## src/rtl/acc_cpu_control.sv

```systemverilog
// Multi-cycle fetch/decode/execute controller for the 16-bit accumulator CPU.
// Owns PC/MAR/MBR/IR/AC and sequences the synchronous-read memory and external ALU.
module acc_cpu_control #(
   parameter int ADDR_W = 14
) (
   input  logic              clk,
   input  logic              reset_n,
   input  logic              run,
   output logic [ADDR_W-1:0] mem_addr,
   output logic [15:0]       mem_wdata,
   output logic              mem_we,
   input  logic [15:0]       mem_rdata,
   output logic [3:0]        alu_op,
   output logic [15:0]       alu_a,
   output logic [15:0]       alu_b,
   input  logic [15:0]       alu_result,
   output logic [ADDR_W-1:0] pc,
   output logic [15:0]       ac,
   output logic [15:0]       ir,
   output logic              halted,
   output logic              instr_done
);

   typedef enum logic [3:0] {
      OP_LOAD   = 4'h0,
      OP_STORE  = 4'h1,
      OP_ADD    = 4'h2,
      OP_SUB    = 4'h3,
      OP_AND    = 4'h4,
      OP_OR     = 4'h5,
      OP_XOR    = 4'h6,
      OP_SHL    = 4'h7,
      OP_SHR    = 4'h8,
      OP_JUMP   = 4'h9,
      OP_JUMPZ  = 4'hA,
      OP_SKIPZ  = 4'hB,
      OP_SKIPNZ = 4'hC,
      OP_CLEAR  = 4'hD,
      OP_NOP    = 4'hE,
      OP_HALT   = 4'hF
   } opcode_e;

   typedef enum logic [2:0] {
      S_FETCH,
      S_FETCH_WAIT,
      S_DECODE,
      S_EXEC_READ,
      S_EXEC_WAIT,
      S_EXEC,
      S_EXEC_WRITE,
      S_HALT
   } state_e;

   state_e            state;
   logic [ADDR_W-1:0] mar;
   logic [15:0]       mbr;
   opcode_e           opcode;
   logic [ADDR_W-1:0] operand;
   logic [ADDR_W-1:0] pc_inc;
   logic              ac_zero;

   assign opcode    = opcode_e'(ir[15:12]);
   assign operand   = ADDR_W'(ir[11:0]);
   assign pc_inc    = pc + ADDR_W'(1);
   assign ac_zero   = (ac == 16'h0000);

   assign mem_addr  = (state == S_FETCH) ? pc : mar;
   assign mem_wdata = ac;
   assign alu_a     = ac;
   assign alu_b     = mbr;

   // NOTE: alu_op gets a default before the case so every path assigns it and no latch is inferred.
   always_comb begin
      alu_op = 4'b0000;
      case (opcode)
         OP_ADD:  alu_op = 4'b0000;
         OP_SUB:  alu_op = 4'b0001;
         OP_AND:  alu_op = 4'b1000;
         OP_OR:   alu_op = 4'b1001;
         OP_XOR:  alu_op = 4'b1010;
         OP_SHL:  alu_op = 4'b0100;
         OP_SHR:  alu_op = 4'b0101;
         default: alu_op = 4'b0000;
      endcase
   end

   // NOTE: all state uses non-blocking assignments so every register samples pre-edge values.
   always_ff @(posedge clk or negedge reset_n) begin
      if (!reset_n) begin
         state      <= S_FETCH;
         pc         <= '0;
         mar        <= '0;
         mbr        <= '0;
         ir         <= '0;
         ac         <= '0;
         mem_we     <= 1'b0;
         halted     <= 1'b0;
         instr_done <= 1'b0;
      end else begin
         mem_we     <= 1'b0;
         instr_done <= 1'b0;
         unique case (state)
            S_FETCH: begin
               if (run) state <= S_FETCH_WAIT;
            end
            S_FETCH_WAIT: begin
               ir    <= mem_rdata;
               state <= S_DECODE;
               // HALT completes in DECODE, so its done pulse is armed from the fetched word.
               if (mem_rdata[15:12] == OP_HALT) instr_done <= 1'b1;
            end
            S_DECODE: begin
               mar <= operand;
               pc  <= pc_inc;
               case (opcode)
                  OP_LOAD, OP_ADD, OP_SUB, OP_AND, OP_OR, OP_XOR: begin
                     state <= S_EXEC_READ;
                  end
                  OP_STORE: begin
                     state      <= S_EXEC_WRITE;
                     mem_we     <= 1'b1;
                     instr_done <= 1'b1;
                  end
                  OP_HALT: begin
                     state  <= S_HALT;
                     halted <= 1'b1;
                  end
                  default: begin
                     state      <= S_EXEC;
                     instr_done <= 1'b1;
                  end
               endcase
            end
            S_EXEC_READ: begin
               state <= S_EXEC_WAIT;
            end
            S_EXEC_WAIT: begin
               mbr        <= mem_rdata;
               state      <= S_EXEC;
               instr_done <= 1'b1;
            end
            S_EXEC: begin
               state <= S_FETCH;
               case (opcode)
                  OP_LOAD:                                   ac <= mbr;
                  OP_ADD, OP_SUB, OP_AND, OP_OR, OP_XOR,
                  OP_SHL, OP_SHR:                            ac <= alu_result;
                  OP_JUMP:                                   pc <= operand;
                  OP_JUMPZ:  if (ac_zero)                    pc <= operand;
                  // pc already points past this instruction, so one more step skips the next.
                  OP_SKIPZ:  if (ac_zero)                    pc <= pc_inc;
                  OP_SKIPNZ: if (!ac_zero)                   pc <= pc_inc;
                  OP_CLEAR:                                  ac <= 16'h0000;
                  default: ;
               endcase
            end
            S_EXEC_WRITE: begin
               state <= S_FETCH;
            end
            S_HALT: begin
               state <= S_HALT;
            end
         endcase
      end
   end

endmodule
```

## config.mk

```make
export PLATFORM = sky130hd
export DESIGN_NAME = acc_cpu_control
export DESIGN_NICKNAME = d
export VERILOG_FILES = /design/src/rtl/acc_cpu_control.sv
export SDC_FILE = /design/constraint.sdc
export NUM_CORES = 1
export LEC_CHECK = 0
export ABC_AREA = 1
export BUFFER_PORTS_ARGS = -buffer_cell sky130_fd_sc_hd__buf_2
export CAP_MARGIN = 20
export CORE_MARGIN = 2
export CORE_UTILIZATION = 51
export DETAILED_ROUTE_END_ITERATION = 10
export GPL_ROUTABILITY_DRIVEN = 0
export GPL_TIMING_DRIVEN = 0
export PLACE_DENSITY = 0.81
export SLEW_MARGIN = 20
export SYNTH_ARGS = -nofsm -noshare
export SYNTH_HDL_FRONTEND = slang
export SYNTH_SLANG_ARGS = --single-unit
export TNS_END_PERCENT = 20
```

## constraint.sdc

```tcl
create_clock -name clk -period 1.9 [get_ports clk]
set_input_delay 0.19 -clock clk [delete_from_list [all_inputs] [get_ports clk]]
set_output_delay 0.19 -clock clk [all_outputs]
set_load 0.02 [all_outputs]
```

==> results of run 1 <==
-- timing repair --
| item | CTS | global route |
|---|---|---|
| setup buffers | 2 | 2 |
| hold buffers | 1 | 0 |
| pin swaps | 0 | 2 |
| endpoints found under the hold margin | 27 | 0 |
| gates resized for setup | 28 | 27 |
| endpoints found under the setup margin | 14 | 25 |
-- flip-flops by register name, summed over array words and instances (netlist names) --
name        cells
alu_b          16
instr_done      1
mar            12
ir             16
mem_we          1
pc             14
state           3
ac             16
halted          1
-- worst max-delay path by stage --
stage	to	cells past startpoint	slack, ns
2_1_floorplan	mem_addr[0]	6	0.05
3_3_place_gp	mem_addr[7]	7	-0.06
3_5_place_dp	mem_addr[10]	7	-0.10
4_1_cts	mem_addr[4]	7	-0.01
5_1_grt	mem_addr[3]	7	-0.02
6_report	mem_addr[11]	7	0.06
-- worst reg2reg max path: cells and delay by family (launching register included) --
kind                   cells  cell delay [ns]
DFF                        1             0.43
buffers and inverters      4             0.57
and+or+nand+nor            6             0.71
-- metrics by stage --
stage | hold slack, ns | util (%)
4_1_cts | 0.0670 | 66.1
2_1_floorplan | -0.106 | -
3_3_place_gp | 0.437 | 62.1
3_5_place_dp | 0.156 | 62.5
6_report | 0.0680 | 67.2
5_1_grt | 0.0720 | 67.2
-- power breakdown --
part           internal, mW  leakage (nW)  total (mW)  switching [mW]
sequential             2.48         0.997        3.37           0.891
clock                 0.869         0.116        1.51           0.644
combinational          2.55          2.00        6.86            4.32
-- routing by layer --
metal  share of wire [%]  GRT usage [%]  up-vias
met1                  41           38.0     2170
met5                   0              0        -
met3                 7.9           3.79       35
met4                 3.2           13.4        0
li1                    -              -     2162
met2                  48           44.2      234
-- logic make-up (layout without fill, tap and decap cells) --
group,after synthesis,after routing,synth area share (%)
adders and majority gates,1,1,0.279
and+or+nand+nor,263,263,25.9
DFF,80,80,44.7
AOI/OAI and AO/OA,99,99,12.3
buffers and inverters,132,303,14.7
xor gates and xnor gates,1,1,0.195
muxes,8,8,2.01
-- cell usage after synthesis, drive strengths merged (2+ instances only) --
cell | number | area share (%)
buf | 46 | 7.4
inv | 79 | 6.7
nor2 | 40 | 3.6
nand2 | 167 | 15
mux2 | 8 | 2.0
dfrtp | 80 | 45
a21oi | 3 | 0.33
o21ai | 91 | 11
nor3 | 2 | 0.47
clkbuf | 6 | 0.50
nand3 | 41 | 5.2
nand4 | 10 | 1.4
-- area by class of cell --
type	instances	area share (%)
inverters	80	5.28
repair buffers	155	14.7
plain buffers	52	6.30
clock buffers	10	2.20
clock inverters	6	1.85
well taps	108	2.33
multi-input cells	372	32.8
flip-flops and latches	80	34.5
==> key figures, run 1 <==
Finish
  – Antenna fix cells: 0
  – Fillers: 708
  – Finished layout cell area: 5800 µm²
  – Share of cells above drive strength 1: 36.4%
  – Fin nets: 786
  – Most frequent cells in the layout: 151 x nand2_1, 145 x buf_2, 78 x dfrtp_1, 74 x inv_1, 72 x o21ai_0
  – Commonest non-fill, non-tap cell in the layout: nand2_1
  – Area grow syn2layout: 29.4%
  – Final cell count without fillers: 863
  – Sequential Area: 2000 µm²
  – Multi-input gate area: 1900 µm²

Clock network
  – CTS Sinks: 80
  – CTS H-tree lvls: 3
  – TritonCTS Buffers: 9
  – Root Buffer: clkbuf_8
  – Clk buf depth: 2
  – CTS tree: built
  – Clk pin slew, worst setup/hold paths: 0.08 ns
  – Skew-Pair Late Insertion Delay: 0.36 ns

Detailed routing
  – Vias/cell: 5.33
  – DR iter-0 viols: 438
  – Antenna viol nets, final: 0
  – WL/cell: 15.4 µm
  – DRC violations left: 0
  – First drt pass iteration count: 5
  – Routed wire length: 13,300 µm
  – Vias: 4,601

Place
  – HPWL after DPL: 9940 µm
  – Placement Cell Area: 5390 µm²
  – Inst Count DP: 842
  – Port bufs: 149
  – Dpl ws: -0.100 ns

Synthesis
  – Synth cell types: 36
  – Syn_nets: 620
  – Ys async rst share: 100%
  – Avg Inst Size Synth: 7.68 µm²
  – Post-synthesis cell area: 4480 µm²
  – Synth Flop Type: dfrtp_1
  – Register area share after synthesis: 44.7%
  – Post-synth EDFFs: 0
  – Ys Warns: 0
  – Yosys reg bits: 80
  – Post-Synthesis Cells: 584

Setup path
  – Worst Setup Start Kind: flip-flop
  – Critical path cell sequence: nor2_4 > inv_2 > nor2_4 > inv_4 > buf_6 > o21ai_2 > buf_4
  – R2R depth: 10
  – Slowest-stage cell, CP: dfrtp_1
  – Reg-to-reg endpoint: pc[7]$_DFFE_PN0P_
  – Critical path type: reg -> out
  – CP dominant cell by count: nor2_4
  – Worst Path Buf+Inv: 4
  – Req. time, crit path: 1.71 ns
  – FF-to-FF setup slack: 0.07 ns
  – Crit-path max FO: 10
  – Reg2reg start: state[0]$_DFFE_PN0P_
  – Crit path from: state[1]$_DFFE_PN0P_
  – Crit. End Element: output pin
  – Critical Path AT: 1.65 ns
  – CP top delay family: buffers and inverters
  – Crit path largest cell delay: 0.43 ns

Job
  – Max-Cap Viols: 0

Timing
  – Total negative slack: 0 ns
  – Max_slew headroom: 72.2%
  – Clock skew: 0.00665 ns
  – Crit path time final: 1.84 ns
  – Final worst slack: 0.0560 ns
  – Fin. Hold Viols: 0
  – Slew Viols, Final: 0
  – Worst-Margin Slew: 0.417 ns
  – RSZ-0062 raised after global routing: true
  – Final setup fails: 0
  – Fmax: 542 MHz
  – Period Utilization, post-route: 97.1%

Power
  – Final Power: 11.7 mW
  – Worst IR Drop VDD: 1100 µV
  – Leakage power: 3.11 nW
  – PwrDens: 2020 nW/µm²

Hold path
  – Hold depth: 3
  – Hold Crit Class: in -> reg
  – Hold path start: mem_rdata[0]
  – Hold path endpoint: ir[0]$_DFFE_PN0P_

Outcome
  – Status: finished, final reports clean

GRT
  – Vias in the first global route: 4,296
  – Initial antenna violation count: 0
  – First-pass GRT wire length: 21,300 µm
  – Remaining global-route overflow: 0
  – Largest net degree at the start of global routing: 54
  – Tot GR Track Use: 27.8%

Floorplan
  – Initial Util: 51.9%
  – Io pins: 150
  – Row count: 34
  – Die Area: 9560 µm²
  – Core Area: 8640 µm²
  – Die Wd: 97.8 µm
  – Chip Height: 97.8 µm
No activity file was read; power rests on OpenSTA's default activity.
==> run 2: changes to the inputs <==
Settings changed: CORE_UTILIZATION 51 to 45, PLACE_DENSITY 0.81 to 0.73.
==> run 2 against run 1 <==
Net effect:
- via count shrank 1.7%
- wire length fell by 0.88%
- global-route usage is 3.2 points lower
- register-to-register slack improved by 0.06 ns
- clock power down 19%
- combinational power is 2% lower
- clock skew is 0.0056 ns higher
- non-clock buffer count is the same
- die area grew 13%
- cell area down 1.4%
- highest routed layer unchanged
==> key figures, run 2 (synthesized netlist as in run 1, its figures left out) <==
Outcome
  – Status: finished, final reports clean

GRT
  – Largest net degree at the start of global routing: 55 (+1.9%)
  – Initial antenna violation count: 0 (unchanged)
  – First-pass GRT wire length: 21,300 µm (about the same)
  – Tot GR Track Use: 24.6% (-3.2 points)
  – Vias in the first global route: 4,236 (-1.4%)
  – Remaining global-route overflow: 0 (unchanged)

Detailed routing
  – Vias: 4,522 (-1.7%)
  – DRC violations left: 0 (unchanged)
  – Antenna viol nets, final: 0 (unchanged)
  – Vias/cell: 5.09 (-4.5%)
  – DR iter-0 viols: 360 (-18%)
  – Routed wire length: 13,200 µm (-0.88%)
  – First drt pass iteration count: 7 (+2)
  – WL/cell: 14.9 µm (-3.7%)

Clock network
  – CTS tree: built
  – CTS H-tree lvls: 3 (unchanged)
  – Skew-Pair Late Insertion Delay: 0.36 ns (about the same)
  – Clk buf depth: 2 (unchanged)
  – Clk pin slew, worst setup/hold paths: 0.08 ns (about the same)
  – CTS Sinks: 80 (unchanged)
  – TritonCTS Buffers: 9 (unchanged)
  – Root Buffer: clkbuf_8

Floorplan
  – Die Area: 10,800 µm² (+13%)
  – Core Area: 9730 µm² (+13%)
  – Initial Util: 46.1% (-5.8 points)
  – Chip Height: 104 µm (+6.2%)
  – Row count: 36 (+5.9%)
  – Die Wd: 104 µm (+6.2%)
  – Io pins: 150 (unchanged)

Power
  – Reg power frac: 29.4% (+0.7 points)
  – PwrDens: 1960 nW/µm² (-3.3%)
  – Leakage power: 3.07 nW (-1.4%)
  – Switching Power: 5.73 mW (-2.1%)
  – Switching Fraction: 51.1% (+1.3 points)
  – Logic pwr share: 59.7% (+1.3 points)
  – Int Power: 5.47 mW (-7.1%)
  – Worst IR Drop VDD: 1130 µV (+3.1%)
  – Clk pwr share: 10.9% (-2.0 points)

Finish
  – Commonest non-fill, non-tap cell in the layout: nand2_1
  – Fin nets: 786 (unchanged)
  – Most frequent cells in the layout: 155 x nand2_1, 149 x buf_2, 78 x dfrtp_1, 75 x inv_1, 74 x o21ai_0
  – Area grow syn2layout: 27.6%
  – Sequential Area: 2000 µm² (unchanged)
  – Fillers: 933 (+32%)
  – Multi-input gate area: 1860 µm² (-2.5%)
  – Share of cells above drive strength 1: 35.1% (-1.3 points)
  – Antenna fix cells: 0 (unchanged)

Timing
  – Hold Slack: 0.0780 ns (+0.0101 ns)
  – Final worst slack: 0.0674 ns (+0.0114 ns)
  – Max_slew headroom: 69.7% (-2.5 points)
  – Period Utilization, post-route: 96.5% (-0.60 points)
  – Fmax: 546 MHz (+0.62%)
  – Clock skew: 0.0123 ns (+0.00560 ns)
  – Crit path time final: 1.83 ns (-0.0114 ns)
  – Total negative slack: 0 ns (unchanged)
  – RSZ-0062 raised after global routing: true
  – Final setup fails: 0 (unchanged)
  – Slew Viols, Final: 0 (unchanged)
  – Fin. Hold Viols: 0 (unchanged)
  – Worst-Margin Slew: 0.453 ns (+0.0364 ns)

Setup path
  – Crit-path max FO: 10 (unchanged)
  – Req. time, crit path: 1.71 ns (about the same)
  – Critical Path AT: 1.64 ns (about the same)
  – Critical path type: reg -> out
  – Crit. End Element: output pin
  – Worst Setup Start Kind: flip-flop

Place
  – Port bufs: 149 (unchanged)
  – HPWL after DPL: 10,200 µm (+2.6%)
  – Dpl ws: -0.0828 ns (+0.0175 ns)

Job
  – Max-Cap Viols: 0 (unchanged)

Hold path
  – Hold Crit Class: in -> reg
run 2: cell count changes in the layout (fill, tap and decap cells not counted), moves of 4 or more:
cell,previous run,this run
nand2_1,151,155
buf_2,145,149
nand2_2,15,11
o21ai_2,14,10
o21ai_1,3,7
run 2: power groups by stage:
stage,combinational (mW),clock [mW],sequential [mW]
detailed placement,6.38,0,3.31
CTS,6.59,1.24,3.27
global placement,6.24,0,3.28
floorplan,3.69,0,3.88
global route,7.28,1.30,3.40
finish,6.69,1.23,3.29
run 2: timing repair:
item,4_1_cts,5_1_grt
cloned,0,0
pin swaps,1,1
gates resized for setup,20,12
hold buffers,1,0
endpoints found under the setup margin,14,28
hold endpoints to repair,26,0
buffers inserted,3,1
run 2: final timing paths:
path,start,to,slack [ns],cells after the start
max in group asynchronous,reset_n,state[0]$_DFFE_PN0P_,1.01,3
min in group asynchronous,reset_n,pc[12]$_DFFE_PN0P_,0.28,2
worst min register to register,mar[3]$_DFFE_PN0P_,mar[3]$_DFFE_PN0P_,0.48,2
worst max-delay path,state[1]$_DFFE_PN0P_,mem_addr[7],0.07,7
worst min-delay path,mem_rdata[15],ir[15]$_DFFE_PN0P_,0.08,3
worst max register to register,state[1]$_DFFE_PN0P_,ir[14]$_DFFE_PN0P_,0.13,6
run 2: final cells by class:
type                    count  area share [%]
clock buffers              11            2.65
multi-input cells         372            32.4
repair buffers            155            14.5
clock inverters             5           0.700
plain buffers              52            6.39
inverters                  80            5.36
flip-flops and latches     80            35.0
well taps                 133            2.91
run 2: through the flow:
step	instances	power (mW)	cell area (µm²)	utilization, %
after global routing	888	12.0	5720	58.8
after CTS	887	11.1	5690	58.5
final	888	11.2	5720	58.8
after detailed placement	867	9.70	5430	55.8
after global placement	866	9.52	5400	55.5
after floorplan	584	7.57	4480	-
run 2: layer usage:
layer / part of all wire [%] / track usage [%]
met5: 0 / 0
met4: 1.3 / 6.47
met3: 7.7 / 4.41
met2: 47 / 39.2
met1: 44 / 34.7
run 2: worst max-delay path, cell delays in order, from the launching register on:
cell     delay [ns]
dfrtp_1        0.42
nor2_4         0.12
inv_1          0.07
nor2_4         0.13
inv_4          0.07
buf_6          0.15
o21ai_1        0.14
buf_2          0.19
